### src/rtl/mips_pipe_pkg.sv
// rtl/mips_pipe_pkg.sv - shared encodings, ID/EX register layout and forwarding helper
package mips_pipe_pkg;

    // Forwarding select encodings steering the execute-stage operand muxes
    localparam logic [1:0] FWD_RF  = 2'b00;
    localparam logic [1:0] FWD_WB  = 2'b01;
    localparam logic [1:0] FWD_MEM = 2'b10;

    // ALU operation classes produced by decode
    localparam logic [1:0] ALUOP_ADD   = 2'b00;
    localparam logic [1:0] ALUOP_SUB   = 2'b01;
    localparam logic [1:0] ALUOP_RTYPE = 2'b10;
    localparam logic [1:0] ALUOP_IMM   = 2'b11;

    localparam logic [4:0] REG_ZERO = 5'd0;

    // Contents of the ID/EX register bank; a bubble is the all-zero value
    typedef struct packed {
        logic        valid;
        logic        mem_to_reg;
        logic        reg_write;
        logic        jump;
        logic        branch;
        logic        mem_write;
        logic        mem_read;
        logic        alu_src;
        logic        reg_dst;
        logic [1:0]  alu_op;
        logic [31:0] npc;
        logic [31:0] a;
        logic [31:0] b;
        logic [31:0] signed_offset;
        logic [4:0]  rs;
        logic [4:0]  rt;
        logic [4:0]  rd1;
        logic [4:0]  rd2;
        logic [1:0]  fwd_a;
        logic [1:0]  fwd_b;
    } id_ex_t;

    // The instruction now in ID/EX is newer than the one in EX/MEM, so it wins
    function automatic logic [1:0] fwd_select(
        input logic       idex_writes,
        input logic [4:0] idex_dest,
        input logic       exmem_writes,
        input logic [4:0] exmem_dest,
        input logic [4:0] src
    );
        if (idex_writes && idex_dest != REG_ZERO && idex_dest == src)
            return FWD_MEM;
        else if (exmem_writes && exmem_dest != REG_ZERO && exmem_dest == src)
            return FWD_WB;
        else
            return FWD_RF;
    endfunction

endpackage

### src/rtl/hazard_detect.sv
// rtl/hazard_detect.sv - load-use detection, stall request and next forwarding selects
module hazard_detect
    import mips_pipe_pkg::*;
(
    input  logic       valid,
    input  logic       mem_read,
    input  logic       reg_write,
    input  logic       reg_dst,
    input  logic [4:0] rd1,
    input  logic [4:0] rd2,
    input  logic [4:0] rs_in,
    input  logic [4:0] rt_in,
    input  logic       ex_mem_reg_write,
    input  logic [4:0] ex_mem_rd,
    input  logic       flush,
    input  logic       hold,
    output logic       lu,
    output logic       stall,
    output logic [1:0] fwd_a_next,
    output logic [1:0] fwd_b_next
);

    logic [4:0] dest;

    // Hazard and forwarding decisions against the instruction held in ID/EX
    always_comb begin
        dest  = reg_dst ? rd2 : rd1;
        // A load's target is the rt field (rd1); it cannot be forwarded until MEM/WB
        lu    = valid && mem_read && (rd1 != REG_ZERO) && ((rd1 == rs_in) || (rd1 == rt_in));
        // A flush discards the dependent instruction and a hold freezes everything anyway
        stall = lu && !flush && !hold;
        fwd_a_next = fwd_select(valid && reg_write, dest, ex_mem_reg_write, ex_mem_rd, rs_in);
        fwd_b_next = fwd_select(valid && reg_write, dest, ex_mem_reg_write, ex_mem_rd, rt_in);
    end

endmodule

### src/rtl/id_ex_pipe_reg.sv
// rtl/id_ex_pipe_reg.sv - ID/EX pipeline register with bubbles, freeze and registered forwarding
module id_ex_pipe_reg
    import mips_pipe_pkg::*;
#(
    parameter int STALL_CNT_W = 16
) (
    input  logic                   clk,
    input  logic                   reset,
    input  logic                   hold,
    input  logic                   flush,
    input  logic                   ex_mem_RegWrite,
    input  logic [4:0]             ex_mem_rd,
    input  logic                   MemtoReg_in,
    input  logic                   RegWrite_in,
    input  logic                   jump_in,
    input  logic                   branch_in,
    input  logic                   MemWrite_in,
    input  logic                   MemRead_in,
    input  logic                   ALUSrc_in,
    input  logic                   RegDst_in,
    input  logic [1:0]             ALUOp_in,
    input  logic [31:0]            NPC_in,
    input  logic [31:0]            a_in,
    input  logic [31:0]            b_in,
    input  logic [31:0]            signed_offset_in,
    input  logic [4:0]             rs_in,
    input  logic [4:0]             rt_in,
    input  logic [4:0]             rd_in,
    output logic                   MemtoReg_out,
    output logic                   RegWrite_out,
    output logic                   jump_out,
    output logic                   branch_out,
    output logic                   MemWrite_out,
    output logic                   MemRead_out,
    output logic                   ALUSrc_out,
    output logic                   RegDst_out,
    output logic [1:0]             ALUOp_out,
    output logic [31:0]            NPC_out,
    output logic [31:0]            a_out,
    output logic [31:0]            b_out,
    output logic [31:0]            signed_offset_out,
    output logic [4:0]             rd1_out,
    output logic [4:0]             rd2_out,
    output logic [4:0]             rs_out,
    output logic [4:0]             rt_out,
    output logic                   valid_out,
    output logic [1:0]             forwardAE,
    output logic [1:0]             forwardBE,
    output logic                   stall_out,
    output logic [STALL_CNT_W-1:0] stall_count
);

    localparam logic [STALL_CNT_W-1:0] CNT_ONE = {{(STALL_CNT_W-1){1'b0}}, 1'b1};

    id_ex_t     q;
    id_ex_t     d_load;
    logic       lu;
    logic [1:0] fwd_a_next;
    logic [1:0] fwd_b_next;

    hazard_detect u_hazard_detect (
        .valid            (q.valid),
        .mem_read         (q.mem_read),
        .reg_write        (q.reg_write),
        .reg_dst          (q.reg_dst),
        .rd1              (q.rd1),
        .rd2              (q.rd2),
        .rs_in            (rs_in),
        .rt_in            (rt_in),
        .ex_mem_reg_write (ex_mem_RegWrite),
        .ex_mem_rd        (ex_mem_rd),
        .flush            (flush),
        .hold             (hold),
        .lu               (lu),
        .stall            (stall_out),
        .fwd_a_next       (fwd_a_next),
        .fwd_b_next       (fwd_b_next)
    );

    // Assemble the value captured when decode advances normally
    always_comb begin
        d_load               = '0;
        d_load.valid         = 1'b1;
        d_load.mem_to_reg    = MemtoReg_in;
        d_load.reg_write     = RegWrite_in;
        d_load.jump          = jump_in;
        d_load.branch        = branch_in;
        d_load.mem_write     = MemWrite_in;
        d_load.mem_read      = MemRead_in;
        d_load.alu_src       = ALUSrc_in;
        d_load.reg_dst       = RegDst_in;
        d_load.alu_op        = ALUOp_in;
        d_load.npc           = NPC_in;
        d_load.a             = a_in;
        d_load.b             = b_in;
        d_load.signed_offset = signed_offset_in;
        d_load.rs            = rs_in;
        d_load.rt            = rt_in;
        d_load.rd1           = rt_in;
        d_load.rd2           = rd_in;
        d_load.fwd_a         = fwd_a_next;
        d_load.fwd_b         = fwd_b_next;
    end

    // Register update: reset, then flush bubble, then freeze, then load-use bubble, else load
    always_ff @(posedge clk) begin
        if (reset) begin
            q           <= '0;
            stall_count <= '0;
        end else if (flush) begin
            q <= '0;
        end else if (!hold) begin
            if (lu) begin
                q <= '0;
                if (stall_count != '1)
                    stall_count <= stall_count + CNT_ONE;
            end else begin
                q <= d_load;
            end
        end
    end

    // Outputs come straight from the register bank
    always_comb begin
        valid_out         = q.valid;
        MemtoReg_out      = q.mem_to_reg;
        RegWrite_out      = q.reg_write;
        jump_out          = q.jump;
        branch_out        = q.branch;
        MemWrite_out      = q.mem_write;
        MemRead_out       = q.mem_read;
        ALUSrc_out        = q.alu_src;
        RegDst_out        = q.reg_dst;
        ALUOp_out         = q.alu_op;
        NPC_out           = q.npc;
        a_out             = q.a;
        b_out             = q.b;
        signed_offset_out = q.signed_offset;
        rs_out            = q.rs;
        rt_out            = q.rt;
        rd1_out           = q.rd1;
        rd2_out           = q.rd2;
        forwardAE         = q.fwd_a;
        forwardBE         = q.fwd_b;
    end

endmodule

### config.mk
export PLATFORM = sky130hd
export DESIGN_NAME = id_ex_pipe_reg
export DESIGN_NICKNAME = d
export VERILOG_FILES = /design/src/rtl/mips_pipe_pkg.sv /design/src/rtl/hazard_detect.sv /design/src/rtl/id_ex_pipe_reg.sv
export SDC_FILE = /design/constraint.sdc
export NUM_CORES = 1
export LEC_CHECK = 0
export BUFFER_PORTS_ARGS = -buffer_cell sky130_fd_sc_hd__buf_4
export CORE_AREA = 5 5 131 133
export DETAILED_ROUTE_END_ITERATION = 8
export DIE_AREA = 0 0 136 138
export PLACE_DENSITY = 0.72
export SYNTH_ARGS = -nofsm -noshare
export SYNTH_HDL_FRONTEND = slang
export SYNTH_SLANG_ARGS = --single-unit
### constraint.sdc
create_clock -name clk -period 5.65 [get_ports clk]
set_clock_uncertainty 0.2 [all_clocks]
set_input_delay 0.2825 -clock clk [delete_from_list [all_inputs] [get_ports clk]]
set_output_delay 0.2825 -clock clk [all_outputs]
set_load 0.02 [all_outputs]
Yosys cells after proc, flatten, opt, wreduce, memory -nomap -nowiden

Cells that the tools add are included.

Register bits after elaboration: 179
Input port bits: 163

Equality and inequality tests: 7
Reduce and logical (&&, ||, !) cells: 20
Mux-type cells: 6
Add/sub/neg operators: 1
Bitwise operators: 2

Operators with widths:

| cell                  | number |
|---|---|
| $mux 163              | 1 |
| $eq 5x5->1            | 6 |
| $add 16x1->16 const B | 1 |
| $ne 16x16->1 const B  | 1 |
| $reduce_bool 5->1     | 3 |
| $logic_and 1x1->1     | 12 |
| $mux 5                | 1 |
| $mux 2                | 2 |
| $reduce_and 4->1      | 1 |
| $logic_not 1->1       | 2 |
| $mux 1                | 2 |
| $not 1->1             | 2 |
| $reduce_or 2->1       | 1 |
| $logic_or 1x1->1      | 1 |

Logic depth before layout (Yosys ltp)

Gate-level depths: netlist of run 1.

Word-level depth: 6
Depth in mapped cells: 8
Gate-level depth less buffers: 6

Modules after synthesis

A second synthesis of run 1 with hierarchy kept.

Cell total of the unflattened synthesis: 695
Area total of the unflattened synthesis: 6,542.5 µm²

Modules (own cells, without submodules):

| module         | cells an instance | area an instance (µm²) | instances |
|---|---|---|---|
| id_ex_pipe_reg | 628               | 6,034.5                | 1 |
| hazard_detect  | 67                | 508.0                  | 1 |

Worst setup path after synthesis of run 1

No wires, ideal clock.

Path type: reg-to-output
From: register rt_out[4] (netlist name)
To: output stall_out
Stages on the path, launching flop included: 8
Slack: 3.144 ns
Data arrival time: 2.024 ns
Cells stage by stage: dfxtp_1 > buf_4 > xor2_1 > nor3_1 > a22oi_2 > buf_2 > buf_2 > nor4_1

RTL lines:

| what          | RTL line             | source |
|---|---|---|
| end, declared | id_ex_pipe_reg.sv:49 | `output logic stall_out,` |

Final worst setup path of run 1

From: input rs_in[0]
To: register q, in the netlist b_out[15]

Longest elaborated chain between the ends: 4

Ends and longest elaborated chain:

| what                 | RTL line              | source |
|---|---|---|
| start, declared      | id_ex_pipe_reg.sv:26  | `input logic [4:0] rs_in,` |
| $eq 5x5->1           | hazard_detect.sv:29   | `lu = valid && mem_read && (rd1 != REG_ZERO) && ((rd1 == rs_in) \|\| (rd1 == rt_in));` |
| $logic_or 1x1->1     | hazard_detect.sv:29   |  |
| $logic_and 1x1->1    | hazard_detect.sv:29   |  |
| $mux 163             | id_ex_pipe_reg.sv:113 | `if (lu) begin` |
| end signal, assigned | id_ex_pipe_reg.sv:118 | `q <= d_load;` |
| end, declared        | id_ex_pipe_reg.sv:55  | `id_ex_t q;` |

Every way passes these cells.
A chain may end at the register's enable or synchronous reset.

==> impl_metrics.toml, run 1 <==
[status]
status = "finished, final reports clean"

[clocking]
clk_latency_ns = 0.42
clock_sinks = 174
cts_setup_buffers = 0
cts_resized = 0
numCtsBuffers = 17
htree_num_levels = 4
cts_tree = "done"
root_buffer = "clkbuf_16"
ctsLongestPathBuffers = 2
ctsHoldBuffers = 156
clkTransAtPathRegs_ns = 0.06

[power]
pwr-share-comb_pct = 13.9
seqPwrFrac_pct = 44.4
vdd_ir_drop_max_v = 0.000202
p_sw_w = 0.000708
power_frac_clock_pct = 41.7
internal_power_w = 0.00220
switching_share_pct = 24.3
p_leak_nw = 4.90
p_per_area_nw_per_um2 = 266

[detailed_routing]
firstDrtPassIters = 5
drt_iter0_markers = 399
vias_per_cell = 5.34
drc = 0
wirelength_um = 25800
vias = 6563
drtAntennaViolNets = 0
avgRoutedWirePerCell_um = 21.0

[global_route]
grt_max_degree = 104
overflow = 0
gr-usage-all-layers_pct = 26.1
grt_antenna_before_repair = 2
grt_pass1_vias = 6683
grt_pass1_wl_um = 38400

[die]
start_util_pct = 39.6
die_w_um = 136
die_h_um = 138
rows = 46
die-area_sq_um = 18800
io_pins = 343
coreArea_sq_um = 15700

[timing]
tightest_slew_ns = 1.07
relSlewSlack_pct = 28.5
period_share_pct = 56.0
hold_violations = 0
fin_hold_ws_ns = 0.141
slew_violations = 0
max_freq_ghz = 0.316
worst_slack_ns = 2.49
period_minus_slack_ns = 3.16
setup_tns_ns = 0
rsz0062_at_grt = "no"
finalSetupViolCount = 0

[synthesis]
synth_mux_area_share_pct = 0.984
post_synth.cell_area_avg_sq_um = 11.9
yosys.area_share.simple_pct = 6.67
synth_compound_gate_area_share_pct = 26.3
syn_nets = 687
synthArstFlopShare_pct = 0
ys_ff_latch = 174
yosysSeqAreaShare_pct = 55.9
synth_edf_count = 0
synth_cells = 523
yosysWarnings = 0
synth_top_family_by_area = "compound AO/OA/AOI/OAI gates"
ys_types = 45
synth_fa_ha_area_share_pct = 0.201
synthXorXnorAreaFrac_pct = 4.22
synthFlopType = "dfxtp_1"
netlist_area_sq_um = 6230

[cells_and_area]
seq_area_sq_um = 3480
drive_above_1_share_pct = 38.9
syn_to_final_growth_pct = 75.8
final_cell_mix = "buf_4 (347), dfxtp_1 (174), dlygate4sd3_1 (156)"
fin_util_pct = 69.7
fill_cells = 1018
multi_input_area_sq_um = 2400
nets = 1162
final_common_cell = "buf_4"

[placement]
post-place-ws_ns = 2.57
gp_congestion = 0.848
dp.final_hpwl_um = 15900
place.port_buffers = 342

[worst_setup_path]
crit_arrival_ns = 3.31
start_kind = "input pin"
cp.required_ns = 5.80
cp-end-kind = "flip-flop"
cp_max_fo = 84
crit_type = "in -> reg"

[min_path]
hold_path_class = "in -> reg"

[job]
maxCapViolations = 0
==> logic make-up (layout without fill, tap and decap cells) <==
| group | Yosys count | count (layout) |
|---|---|---|
| other | 0 | 2 |
| DFF | 174 | 174 |
| adders and majority gates | 1 | 1 |
| buffers and inverters | 50 | 538 |
| muxes | 6 | 6 |
| AOI/OAI and AO/OA | 195 | 195 |
| and+or+nand+nor | 67 | 67 |
| xor gates and xnor gates | 30 | 30 |
==> cell usage after synthesis (2+ instances only) <==
cell	n	area share, %
a21oi_1	14	1.1
nand3_1	10	0.80
dfxtp_1	174	56
clkbuf_8	2	0.44
a32o_1	2	0.32
mux2i_1	5	0.80
nor4_1	6	0.60
or3_1	2	0.20
buf_4	6	0.72
or4_4	2	0.36
a22o_2	5	0.80
o31ai_1	11	1.3
nand4_1	7	0.70
xor2_1	18	2.5
or4_1	12	1.4
clkbuf_1	20	1.2
buf_6	16	2.9
nor3b_1	2	0.24
a22o_1	148	21
o21ai_0	7	0.56
inv_1	3	0.18
buf_2	3	0.24
nor2_1	6	0.36
nand2_1	6	0.36
nor3_1	5	0.40
xnor2_1	12	1.7
==> per-stage QoR <==
stage          area (sq um)  std cells  power [W]
3_3_place_gp           8770       1039    0.00161
5_1_grt               11000       1229    0.00299
4_1_cts               10900       1227    0.00291
3_5_place_dp           8770       1039    0.00162
6_report              11000       1229    0.00291
2_1_floorplan          6230        523    0.00145
==> final timing paths <==
path	start	to	slack [ns]	cells after the start
worst max-delay path	rs_in[0]	b_out[15]$_SDFFE_PP0N_	2.49	9
worst min-delay path	hold	forwardAE[1]$_SDFFE_PP0N_	0.14	4
worst max register to register	rt_out[4]$_SDFFE_PP0N_	b_out[15]$_SDFFE_PP0N_	2.51	7
worst min register to register	forwardAE[1]$_SDFFE_PP0N_	forwardAE[1]$_SDFFE_PP0N_	0.27	2
==> metal layers <==
metal | GRT usage (%) | part of all wire [%]
met1 | 28.3 | 36
met3 | 8.38 | 8.7
met5 | 0 | 0
met2 | 46.0 | 51
met4 | 11.9 | 4.5
==> state kept, by name, indices dropped and copies added (netlist names), 2 cells and up <==
name	cells
rt_out	5
rd2_out	5
forwardBE	2
signed_offset_out	32
NPC_out	32
a_out	32
stall_count	16
b_out	32
rs_out	5
forwardAE	2
ALUOp_out	2
==> cell type report <==
type,count,share of cell area [%]
inverters,3,0.103
multi-input cells,299,22.0
repair buffers,503,38.0
clock buffers,22,4.42
well taps,216,2.47
clock inverters,10,1.15
diodes,2,0.0457
flip-flops and latches,174,31.8
==> power groups by stage <==
stage,clock network [W],registers (W),logic [W]
after floorplan,0,0.00135,0.0000947
after global placement,0,0.00131,0.000299
after detailed placement,0,0.00131,0.000305
after CTS,0.00123,0.00129,0.000395
after global routing,0.00127,0.00129,0.000425
final,0.00121,0.00129,0.000405
==> worst max-delay path, cell delays in order <==
cell and delay [ns]:
dlygate4sd3_1 0.56, buf_4 0.17, xor2_1 0.15, nor3_1 0.08, a22oi_2 0.16, buf_4 0.31
o21a_4 0.83, buf_4 0.49, a22o_1 0.24
No activity file was read; power rests on OpenSTA's default activity.
==> run 2, diff against run 1 <==
Settings changed: CORE_AREA 5 5 131 133 to not set, CORE_MARGIN set to 5, CORE_UTILIZATION set to 40, DIE_AREA 0 0 136 138 to not set, PLACE_DENSITY 0.72 to 0.76.
Clock period 5.65 ns to 2.8 ns, I/O delays scaled along.
==> impl_metrics.toml, run 2 (same netlist as run 1, synthesis figures left out) <==
[detailed_routing]
drtAntennaViolNets = 0
firstDrtPassIters = 4
drt_iter0_markers = 333
vias = 6332
avgRoutedWirePerCell_um = 18.9
vias_per_cell = 5.16
drc = 0
wirelength_um = 23100

[worst_setup_path]
max_stage_delay_ns = 0.55
reg2reg_to = "stall_count[2]$_SDFFE_PP0P_"
reg2regPathDepth = 6
crit_path_frequent_cell = "or4_4"
start_kind = "flip-flop"
crit_arrival_ns = 2.85
cp_max_fo = 8
crit_type = "reg -> reg"
cp-end-kind = "flip-flop"
path_cells = "or4_4, o21ai_4, or4_4, or4_1, a21oi_1, dlygate4sd3_1"
cp.required_ns = 2.97
cp_slowest_cell = "dlygate4sd3_1"
r2r_slack_ns = 0.12
reg2reg_from = "rt_out[1]$_SDFFE_PP0N_"

[clocking]
cts_setup_buffers = 0
root_buffer = "clkbuf_16"
clk_latency_ns = 0.42
htree_num_levels = 4
cts_tree = "done"
numCtsBuffers = 17
clock_sinks = 174
ctsLongestPathBuffers = 2
clkTransAtPathRegs_ns = 0.07

[min_path]
hold_path_class = "in -> reg"
min_path_cells = 5
holdPathEnd = "forwardAE[0]$_SDFFE_PP0N_"
hold_start = "ex_mem_rd[3]"

[timing]
slew_violations = 0
hold_violations = 0
worst_slack_ns = 0.118
relSlewSlack_pct = 47.0
rsz0062_at_grt = "no"
period_minus_slack_ns = 2.68
max_freq_ghz = 0.373
finalSetupViolCount = 0
setup_tns_ns = 0
period_share_pct = 95.8
tightest_slew_ns = 0.795

[power]
p_leak_nw = 4.91
p_per_area_nw_per_um2 = 534
vdd_ir_drop_max_v = 0.000425

[placement]
post-place-ws_ns = 0.447
dp.cells = 1034
placed_area_sq_um = 8820
dp.final_hpwl_um = 14300
gp_congestion = 0.858
place.port_buffers = 342

[die]
die_h_um = 135
io_pins = 343
die-area_sq_um = 18200
coreArea_sq_um = 15300
rows = 45
die_w_um = 135
start_util_pct = 40.8

[cells_and_area]
final_cells = 1227
final_cell_mix = "buf_4 (343), dfxtp_1 (172), dlygate4sd3_1 (158)"
final_common_cell = "buf_4"
drive_above_1_share_pct = 38.9
nets = 1164
syn_to_final_growth_pct = 76.9
final_cell_area_sq_um = 11000

[global_route]
grt_pass1_wl_um = 35400
grt_antenna_before_repair = 0
overflow = 0
grt_pass1_vias = 6572
gr-usage-all-layers_pct = 24.5
grt_max_degree = 158

[job]
maxCapViolations = 0

[status]
status = "finished, final reports clean"
run 2: report_power, final:
| part | total (W) | internal [W] | switching (W) |
|---|---|---|---|
| Combinational | 0.000811 | 0.000471 | 0.000340 |
| Clock | 0.00247 | 0.00143 | 0.00104 |
| Sequential | 0.00260 | 0.00255 | 0.0000534 |
| Total | 0.00588 | 0.00445 | 0.00144 |
run 2: metrics by stage:
stage / hold slack [ns] / utilization, % / total power [W]
floorplan: 0.0315 / - / 0.00292
CTS: 0.0631 / 72.2 / 0.00591
global route: 0.0999 / 72.2 / 0.00608
global placement: 0.155 / 57.8 / 0.00326
finish: 0.0882 / 72.2 / 0.00588
detailed placement: 0.159 / 57.8 / 0.00327
run 2: worst max-delay path by stage:
stage                                 from                          end  slack (ns)  cells after the start
floorplan           rt_out[4]$_SDFFE_PP0N_                    stall_out        0.44                      7
global placement    rt_out[0]$_SDFFE_PP0N_        a_out[6]$_SDFFE_PP0N_        0.51                      5
detailed placement  rt_out[0]$_SDFFE_PP0N_       a_out[10]$_SDFFE_PP0N_        0.45                      5
CTS                 rt_out[4]$_SDFFE_PP0N_  stall_count[2]$_SDFFE_PP0P_        0.03                      7
global route        rt_out[1]$_SDFFE_PP0N_       valid_out$_SDFFE_PP0N_       0.004                      7
finish              rt_out[1]$_SDFFE_PP0N_  stall_count[2]$_SDFFE_PP0P_        0.12                      6
run 2: layer usage:
metal / routed length [um] / global-route usage [%]
met2: 11600 / 42.5
met1: 8920 / 27.9
met5: 0 / 0
met4: 901 / 12.2
met3: 1690 / 6.48
run 2: cell type report:
cell class	instances	area [sq um]
inverter	3	11.3
sequential	174	3490
clock buffer	19	433
antenna	3	7.51
clock inverter	13	176
tap	211	264
multi-input combinational	299	2400
timing repair buffer	505	4240
fill	971	4240
run 2: critical path, delay by kind of cell (launching register included):
kind / cells / cell delay, ns
AND/OR/NAND/NOR: 3 / 1.16
AO/OA/AOI/OAI: 2 / 0.22
flip-flops: 1 / 0.50
buffers and inverters: 1 / 0.55
run 2: what timing repair did:
action | CTS | global route
gates resized for setup | 0 | 2
hold buffers | 158 | 0
endpoints found under the setup margin | 0 | 2
endpoints found under the hold margin | 173 | 0
==> run 3, diff against run 2 <==
Settings changed: CELL_PAD_IN_SITES_DETAIL_PLACEMENT set to 1, CELL_PAD_IN_SITES_GLOBAL_PLACEMENT set to 1, CORE_UTILIZATION 40 to 30, PLACE_DENSITY 0.76 to not set, PLACE_DENSITY_LB_ADDON set to 0.1.
==> impl_metrics.toml, run 3 (same netlist as run 1, synthesis figures left out) <==
[detailed_routing]
avgRoutedWirePerCell_um = 20.3
vias_per_cell = 4.92
firstDrtPassIters = 4
drc = 0
wirelength_um = 26100
drtAntennaViolNets = 0
drt_iter0_markers = 208
vias = 6309

[worst_setup_path]
cp.required_ns = 2.46
cp_max_fo = 34
path_cells = "xor2_1, nor3_1, a22oi_2, buf_6, nor4_1, buf_4"
crit_type = "reg -> out"
path_buf_inv = 2
max_stage_delay_ns = 0.51
crit_family = "simple AND/OR/NAND/NOR gates"
r2r_slack_ns = 0.23
start_kind = "flip-flop"
cp-end-kind = "output port"
cp_slowest_cell = "dfxtp_1"
crit_arrival_ns = 2.25

[timing]
rsz0062_at_grt = "no"
fin_hold_ws_ns = 0.0854
setup_tns_ns = 0
period_minus_slack_ns = 2.59
max_freq_ghz = 0.385
period_share_pct = 92.7
hold_violations = 0
finalSetupViolCount = 0
tightest_slew_ns = 0.749
slew_violations = 0
relSlewSlack_pct = 49.8

[die]
die_w_um = 154
io_pins = 343
die-area_sq_um = 23700
coreArea_sq_um = 20400
start_util_pct = 30.6
rows = 52
die_h_um = 154

[cells_and_area]
diodes = 0
drive_above_1_share_pct = 39.0
final_cells = 1283
final_cell_mix = "buf_4 (344), dfxtp_1 (172), dlygate4sd3_1 (157)"
seq_area_sq_um = 3490
syn_to_final_growth_pct = 77.4
final_common_cell = "buf_4"
fin_util_pct = 54.3
multi_input_area_sq_um = 2400
fill_cells = 2138
nets = 1164

[clocking]
clkTransAtPathRegs_ns = 0.07
ctsLongestPathBuffers = 2
clock_sinks = 174
numCtsBuffers = 17
root_buffer = "clkbuf_16"
htree_num_levels = 4
cts_tree = "done"
cts_setup_buffers = 0
clk_latency_ns = 0.42

[power]
vdd_ir_drop_max_v = 0.000443
p_leak_nw = 4.90
p_per_area_nw_per_um2 = 526

[global_route]
grt_max_degree = 97
gr-usage-all-layers_pct = 20.9
grt_pass1_vias = 6987
overflow = 0
grt_antenna_before_repair = 0
grt_pass1_wl_um = 39800

[job]
maxCapViolations = 0

[placement]
dp.cells = 1094
dp.final_hpwl_um = 16700
place.port_buffers = 342
gp_congestion = 0.828

[status]
status = "finished, final reports clean"

[min_path]
hold_path_class = "in -> reg"
[run 3: cell count changes in the layout (fill, tap and decap cells not counted)]
cell,change
buf_12,-1
buf_4,+1
buf_6,+1
bufinv_16,-1
diode_2,-3
dlygate4sd3_1,-1
inv_6,+2
inv_8,-1
[run 3: power by group]
part           switching (W)  internal [W]  total (W)
registers          0.0000527       0.00255    0.00260
clock network        0.00105       0.00134    0.00239
logic               0.000351      0.000471   0.000822
total                0.00146       0.00436    0.00581
[run 3: worst paths after layout]
kind	from	endpoint	cells past startpoint
worst max register to register	rt_out[2]$_SDFFE_PP0N_	valid_out$_SDFFE_PP0N_	7
worst max-delay path	rt_out[2]$_SDFFE_PP0N_	stall_out	6
worst min register to register	forwardAE[1]$_SDFFE_PP0N_	forwardAE[1]$_SDFFE_PP0N_	2
worst min-delay path	ex_mem_rd[2]	forwardBE[0]$_SDFFE_PP0N_	4
[run 3: per-stage QoR]
stage / setup slack, ns / area [sq um] / total power (W)
floorplan: 0.436 / 6230 / 0.00292
global placement: 0.478 / 8890 / 0.00326
detailed placement: 0.399 / 8890 / 0.00328
CTS: 0.0430 / 11000 / 0.00587
global route: 0.00634 / 11100 / 0.00606
finish: 0.205 / 11100 / 0.00581
[run 3: area by class of cell]
type / count / area share, %
multi-input combinational: 299 / 21.8
tap: 270 / 3.06
inverter: 3 / 0.102
clock inverter: 13 / 1.38
clock buffer: 19 / 3.92
sequential: 174 / 31.5
timing repair buffer: 505 / 38.2
[run 3: worst register-to-register path: stages, from the launching register on]
cell	delay (ns)
dfxtp_1	0.51
xor2_1	0.19
nor3_1	0.09
a22oi_2	0.24
buf_6	0.28
nor3_1	0.08
a2111oi_0	0.32
dlygate4sd3_1	0.61
[run 3: timing repair]
item,in CTS,in global routing
gates resized for setup,0,3
endpoints found under the setup margin,0,1
endpoints found under the hold margin,172,0
hold buffers,157,0
[run 3: metal layers]
layer	vias up	GRT usage [%]	wire length, um
met3	23	5.00	1780
met4	0	6.39	405
met2	228	37.5	13400
li1	2966	-	-
met5	-	0	0
met1	3092	24.7	10500
